**src/rtl/pzcorebus_request_m_to_1_switch.sv**
```systemverilog
// Merges MASTERS upstream pzcorebus request ports onto one downstream port: round-robin command
// arbitration with grant lock, port index stamped into mid, write data ordered by a queue of port indices.
module pzcorebus_request_m_to_1_switch #(
    parameter int MASTERS      = 2,
    parameter int ID_W         = 8,
    parameter int ADDR_W       = 32,
    parameter int DATA_W       = 32,
    parameter int LEN_W        = 8,
    parameter int SELECT_WIDTH = $clog2(MASTERS),
    parameter int SELECT_LSB   = ID_W - SELECT_WIDTH,
    parameter int WRITE_DEPTH  = 4
) (
    input  logic                          i_clk,
    input  logic                          i_rst,
    output logic [MASTERS-1:0]            o_grant,
    output logic [$clog2(WRITE_DEPTH+1)-1:0] o_write_pending,
    output logic [MASTERS-1:0]            slave_scmd_accept,
    input  logic [MASTERS-1:0]            slave_mcmd_valid,
    input  logic [MASTERS*3-1:0]          slave_mcmd,
    input  logic [MASTERS*ID_W-1:0]       slave_mid,
    input  logic [MASTERS*ADDR_W-1:0]     slave_maddr,
    input  logic [MASTERS*LEN_W-1:0]      slave_mlength,
    output logic [MASTERS-1:0]            slave_sdata_accept,
    input  logic [MASTERS-1:0]            slave_mdata_valid,
    input  logic [MASTERS*DATA_W-1:0]     slave_mdata,
    input  logic [MASTERS-1:0]            slave_mdata_last,
    input  logic                          master_scmd_accept,
    output logic                          master_mcmd_valid,
    output logic [2:0]                    master_mcmd,
    output logic [ID_W-1:0]               master_mid,
    output logic [ADDR_W-1:0]             master_maddr,
    output logic [LEN_W-1:0]              master_mlength,
    input  logic                          master_sdata_accept,
    output logic                          master_mdata_valid,
    output logic [DATA_W-1:0]             master_mdata,
    output logic                          master_mdata_last
);
    localparam int PTR_W = (WRITE_DEPTH > 1) ? $clog2(WRITE_DEPTH) : 1;
    localparam int CNT_W = $clog2(WRITE_DEPTH + 1);
    localparam logic [2:0] CMD_WRITE    = 3'b101;
    localparam logic [2:0] CMD_WRITE_NP = 3'b111;

    function automatic logic carries_data(input logic [2:0] cmd);
        return (cmd == CMD_WRITE) || (cmd == CMD_WRITE_NP);
    endfunction

    function automatic logic [SELECT_WIDTH-1:0] next_index(input logic [SELECT_WIDTH-1:0] idx);
        return (idx == SELECT_WIDTH'(MASTERS - 1)) ? '0 : idx + SELECT_WIDTH'(1);
    endfunction

    function automatic logic [PTR_W-1:0] next_ptr(input logic [PTR_W-1:0] ptr);
        return (ptr == PTR_W'(WRITE_DEPTH - 1)) ? '0 : ptr + PTR_W'(1);
    endfunction

    logic [SELECT_WIDTH-1:0] rr;
    logic                    lock_valid;
    logic [SELECT_WIDTH-1:0] lock_index;
    logic [SELECT_WIDTH-1:0] gnt_idx;
    logic [SELECT_WIDTH:0]   sum;
    logic [MASTERS-1:0]      eligible;
    logic [MASTERS-1:0]      rot;
    logic                    found;
    logic                    gnt_any;
    logic                    full;
    logic                    empty;
    logic                    push;
    logic                    pop;
    logic [SELECT_WIDTH-1:0] order_q [WRITE_DEPTH];
    logic [PTR_W-1:0]        wr_ptr;
    logic [PTR_W-1:0]        rd_ptr;
    logic [CNT_W-1:0]        count;
    logic [SELECT_WIDTH-1:0] head;

    assign full            = (count == CNT_W'(WRITE_DEPTH));
    assign empty           = (count == '0);
    assign head            = order_q[rd_ptr];
    assign o_write_pending = count;

    // Writes are hidden from arbitration while the order queue cannot take another entry.
    always_comb begin
        for (int i = 0; i < MASTERS; i++) begin
            eligible[i] = slave_mcmd_valid[i] && !(full && carries_data(slave_mcmd[i*3 +: 3]));
        end
        rot   = MASTERS'({eligible, eligible} >> rr);
        found = 1'b0;
        sum   = '0;
        for (int i = 0; i < MASTERS; i++) begin
            if (!found && rot[i]) begin
                found = 1'b1;
                sum   = {1'b0, rr} + (SELECT_WIDTH+1)'(i);
            end
        end
        if (sum >= (SELECT_WIDTH+1)'(MASTERS)) begin
            sum = sum - (SELECT_WIDTH+1)'(MASTERS);
        end
        gnt_idx = lock_valid ? lock_index : sum[SELECT_WIDTH-1:0];
        gnt_any = lock_valid || found;
        for (int i = 0; i < MASTERS; i++) begin
            o_grant[i]           = gnt_any && (gnt_idx == SELECT_WIDTH'(i)) && slave_mcmd_valid[i];
            slave_scmd_accept[i] = o_grant[i] && master_scmd_accept;
        end
    end

    always_comb begin
        master_mcmd_valid = |o_grant;
        master_mcmd       = slave_mcmd[2:0];
        master_mid        = slave_mid[ID_W-1:0];
        master_maddr      = slave_maddr[ADDR_W-1:0];
        master_mlength    = slave_mlength[LEN_W-1:0];
        for (int i = 0; i < MASTERS; i++) begin
            if (gnt_idx == SELECT_WIDTH'(i)) begin
                master_mcmd    = slave_mcmd[i*3 +: 3];
                master_mid     = slave_mid[i*ID_W +: ID_W];
                master_maddr   = slave_maddr[i*ADDR_W +: ADDR_W];
                master_mlength = slave_mlength[i*LEN_W +: LEN_W];
            end
        end
        master_mid[SELECT_LSB +: SELECT_WIDTH] = gnt_idx;
    end

    // Data source follows the oldest accepted write whose burst is not yet complete.
    always_comb begin
        master_mdata_valid = 1'b0;
        master_mdata       = slave_mdata[DATA_W-1:0];
        master_mdata_last  = 1'b0;
        for (int i = 0; i < MASTERS; i++) begin
            if (head == SELECT_WIDTH'(i)) begin
                master_mdata_valid = !empty && slave_mdata_valid[i];
                master_mdata       = slave_mdata[i*DATA_W +: DATA_W];
                master_mdata_last  = slave_mdata_last[i];
            end
            slave_sdata_accept[i] = !empty && (head == SELECT_WIDTH'(i)) && master_sdata_accept;
        end
    end

    assign push = master_mcmd_valid && master_scmd_accept && carries_data(master_mcmd);
    assign pop  = master_mdata_valid && master_sdata_accept && master_mdata_last;

    always_ff @(posedge i_clk or posedge i_rst) begin
        if (i_rst) begin
            rr         <= '0;
            lock_valid <= 1'b0;
            lock_index <= '0;
            wr_ptr     <= '0;
            rd_ptr     <= '0;
            count      <= '0;
        end else begin
            if (master_mcmd_valid) begin
                if (master_scmd_accept) begin
                    lock_valid <= 1'b0;
                    rr         <= next_index(gnt_idx);
                end else begin
                    lock_valid <= 1'b1;
                    lock_index <= gnt_idx;
                end
            end
            if (push) wr_ptr <= next_ptr(wr_ptr);
            if (pop)  rd_ptr <= next_ptr(rd_ptr);
            case ({push, pop})
                2'b10:   count <= count + CNT_W'(1);
                2'b01:   count <= count - CNT_W'(1);
                default: count <= count;
            endcase
        end
    end

    always_ff @(posedge i_clk) begin
        if (push) order_q[wr_ptr] <= gnt_idx;
    end

endmodule

```
**config.mk**
```make
export PLATFORM = sky130hd
export DESIGN_NAME = pzcorebus_request_m_to_1_switch
export DESIGN_NICKNAME = d
export VERILOG_FILES = /design/src/rtl/pzcorebus_request_m_to_1_switch.sv
export SDC_FILE = /design/constraint.sdc
export NUM_CORES = 1
export LEC_CHECK = 0
export CAP_MARGIN = 30
export CORE_AREA = 2 2 105 107
export CTS_CLUSTER_DIAMETER = 120
export DETAILED_ROUTE_END_ITERATION = 8
export DIE_AREA = 0 0 107 109
export GPL_ROUTABILITY_DRIVEN = 0
export PLACE_DENSITY = 0.66
export SLEW_MARGIN = 20
export SYNTH_ARGS = -nofsm -noshare
export SYNTH_HDL_FRONTEND = slang
export SYNTH_SLANG_ARGS = --single-unit
```
**constraint.sdc**
```tcl
create_clock -name i_clk -period 2.6 [get_ports i_clk]
set_input_delay 0.52 -clock i_clk [delete_from_list [all_inputs] [get_ports i_clk]]
set_output_delay 0.52 -clock i_clk [all_outputs]
set_load 0.005 [all_outputs]
```
==> flow_summary.toml <==
[status]
status = "complete, but fails checks"
violations = "setup timing"

[setup_path]
rrSetupSlack_ns = -0.28
worstRegToRegCells = 11
reg2reg_from = "o_write_pending[0]"
path_max_fanout = 8
r2r-end = "o_write_pending[1]"
setup.worst_path.start_class = "flop"
endpoint_kind = "primary output"
worstPathRequired_ns = 2.08
worstPathArrival_ns = 2.42
crit_type = "reg2out"

[placed_design]
dp.cells = 601
dp_slack_ns = -0.753
dp_hpwl_um = 8590
place_area_um2 = 4920
port_buffers = 268

[route]
drt_pass1_iterations = 4
avgRoutedWirePerCell_um = 17.7
dr_total_vias = 2869
vias_per_cell = 4.36
drcViolationCount = 0
ant_nets = 0
drtIter0Drc = 91
drt-total-wl_um = 11600

[synth]
synthCells = 179
synthXorXnorAreaFrac_pct = 1.38
yosysTopAreaCell = "mux2_2"
synth-edff-count = 4
synth_area_leaders = "mux2_2 52%, dfrtp_1 13%, edfxtp_1 6.3%"
async_flop_share_pct = 71.4
synth_compound_area_share_pct = 7.12
yosys_register_bits = 14
syn-mean-instance-area_um2 = 10.6
netlist_area_um2 = 1900
muxShareOfSynthArea_pct = 55.8
yosysWarnings = 0
synthFlopType = "dfrtp_1"
synth_top_cell_area_share_pct = 52.2
ys_types = 36
synth-seq-area-share_pct = 19.5
yosys.area_share.simple_pct = 6.13
synthAdderAreaFrac_pct = 5.01
synth_top_family_by_area = "multiplexers"
syn-num-nets = 362

[layout]
stdcell_count = 658
num_antenna_cells = 0
nNetsFinal = 702
post-route-util_pct = 54.4
fillCellCount = 944
drive_above_1_share_pct = 51.0
areaGrowthSynthToFinish_pct = 204
final_area_um2 = 5770

[timing]
fin_crit_sh_pct = 113
fin_ws_ns = -0.342
slew_violations = 0
fin_crit_ns = 2.94
finalSetupTns_ns = -14.55
hold_slack_ns = 0.562
tightest_slew_ns = 0.408
setup_viol = 61
finalHoldViolCount = 0
rsz0062_at_grt = "yes"
max_slew_margin_pct = 72.7
fmax_ghz = 0.340
skew_ns = 0.00356

[grt]
grt_pass1_vias = 3173
antenna_found_initial = 0
grt_first_pass_wirelength_um = 16900
grt.total_usage_pct = 18.9
grt_max_degree = 11
overflow = 0

[hold_path]
hp-class = "reg2reg"
hold_end = "o_write_pending[2]"
min-delay-start = "o_write_pending[2]"
worstHoldPathCells = 2

[cts]
path_clk_slew_ns = 0.05
htreeDepth = 1
cts_buffers = 3
root_buffer = "clkbuf_8"
holdBufCountCts = 0
cts_tree = "done"
clockBufferDepth = 2
cts.sinks = 14
clk_latency_ns = 0.24

[power]
p_per_area_nw_per_um2 = 799
finalPower_mw = 4.61
leakage_nw = 2.65
peakVddDrop_v = 0.000387

[floorplanning]
start_util_pct = 17.9
die_area_um2 = 11700
die_h_um = 109
fp.coreArea_um2 = 10600
rows = 38
chipWidth_um = 107
io_pins = 271

[job]
drv_cap = 0
## what timing repair did
item                                    4_1_cts  5_1_grt
gates resized for setup                     385       88
buffers inserted                             41       11
endpoints found under the setup margin       92       91
pin swaps                                    10        2
cloned                                        9        0
## how the worst max path moves through the flow
stage                                   from                 end  slack, ns
after floorplan           o_write_pending[0]  o_write_pending[2]      -0.10
after global placement         slave_mcmd[2]   master_mlength[2]      -0.70
after detailed placement       slave_mcmd[2]    master_maddr[24]      -0.75
after CTS                 o_write_pending[0]      master_mcmd[1]      -0.30
after global routing      o_write_pending[0]      master_mcmd[1]      -0.41
final                     o_write_pending[0]      master_mcmd[1]      -0.34
## power by group
part	total, mW	internal (mW)	leakage (nW)	switching (mW)
logic	4.02	2.69	2.47	1.33
clock network	0.177	0.108	0.0228	0.0690
registers	0.407	0.319	0.155	0.0883
total	4.61	3.12	2.65	1.49
## cells by family (layout without fill, tap and decap cells)
family	count (synthesis)	after routing
buf+inv	23	361
fa+ha+maj	7	7
mux	93	94
compound gates	17	17
flops	14	14
xor+xnor	3	3
simple gates	22	22
## layout by cell type (no fill, tap or decap), types with 3 or more instances in the layout
| cell | Yosys | routed |
|---|---|---|
| mux2_4 | 1 | 57 |
| edfxtp_1 | 4 | 4 |
| buf_16 | 0 | 3 |
| dfrtp_1 | 10 | 10 |
| buf_8 | 0 | 3 |
| mux2_2 | 88 | 32 |
| ha_1 | 6 | 5 |
| nor2_1 | 6 | 6 |
| clkbuf_2 | 0 | 25 |
| o21ai_0 | 5 | 3 |
| inv_1 | 11 | 10 |
| clkbuf_8 | 0 | 3 |
| buf_4 | 1 | 38 |
| buf_12 | 0 | 5 |
| dlygate4sd2_1 | 0 | 13 |
| clkdlybuf4s50_1 | 0 | 174 |
| buf_2 | 5 | 5 |
| nand2_1 | 4 | 3 |
| mux2i_1 | 3 | 3 |
| buf_6 | 0 | 78 |
## flip-flops by register name, indices dropped and copies added, names as in the netlist
name and count:
order_q 4, rd_ptr 2, lock_index 1, rr 1, lock_valid 1, wr_ptr 2, o_write_pending 3
## synth_stat cells (all sizes together), types with 3 or more instances
master  count
clkbuf      5
dfrtp      10
edfxtp      4
mux2i       3
inv        11
mux2       89
o21ai       5
buf         7
nand2       4
ha          6
nor2        6
nor2b       4
## metal layers
metal	global-route usage (%)	vias up	wire, um
li1	-	1341	-
met1	18.2	1341	3830
met2	39.4	181	6540
met3	5.38	6	1150
met4	4.17	0	132
met5	0	-	0
## critical path, cell delays in order, from the launching register on
cell and delay, ns:
dfrtp_1 0.37, or3b_4 0.42, o211a_4 0.28, o31ai_4 0.24, buf_6 0.18, buf_12 0.14, buf_8 0.12, mux2_4 0.31
buf_6 0.12
## layout make-up
cell class	count	area, um2	area share (%)
sequential	14	370	6.42
inverter	11	41.3	0.716
tap	140	175	3.04
clock buffer	4	45.0	0.781
multi-input combinational	143	1720	29.8
timing repair buffer	346	3420	59.3
Power figures use the tool's default switching activity.
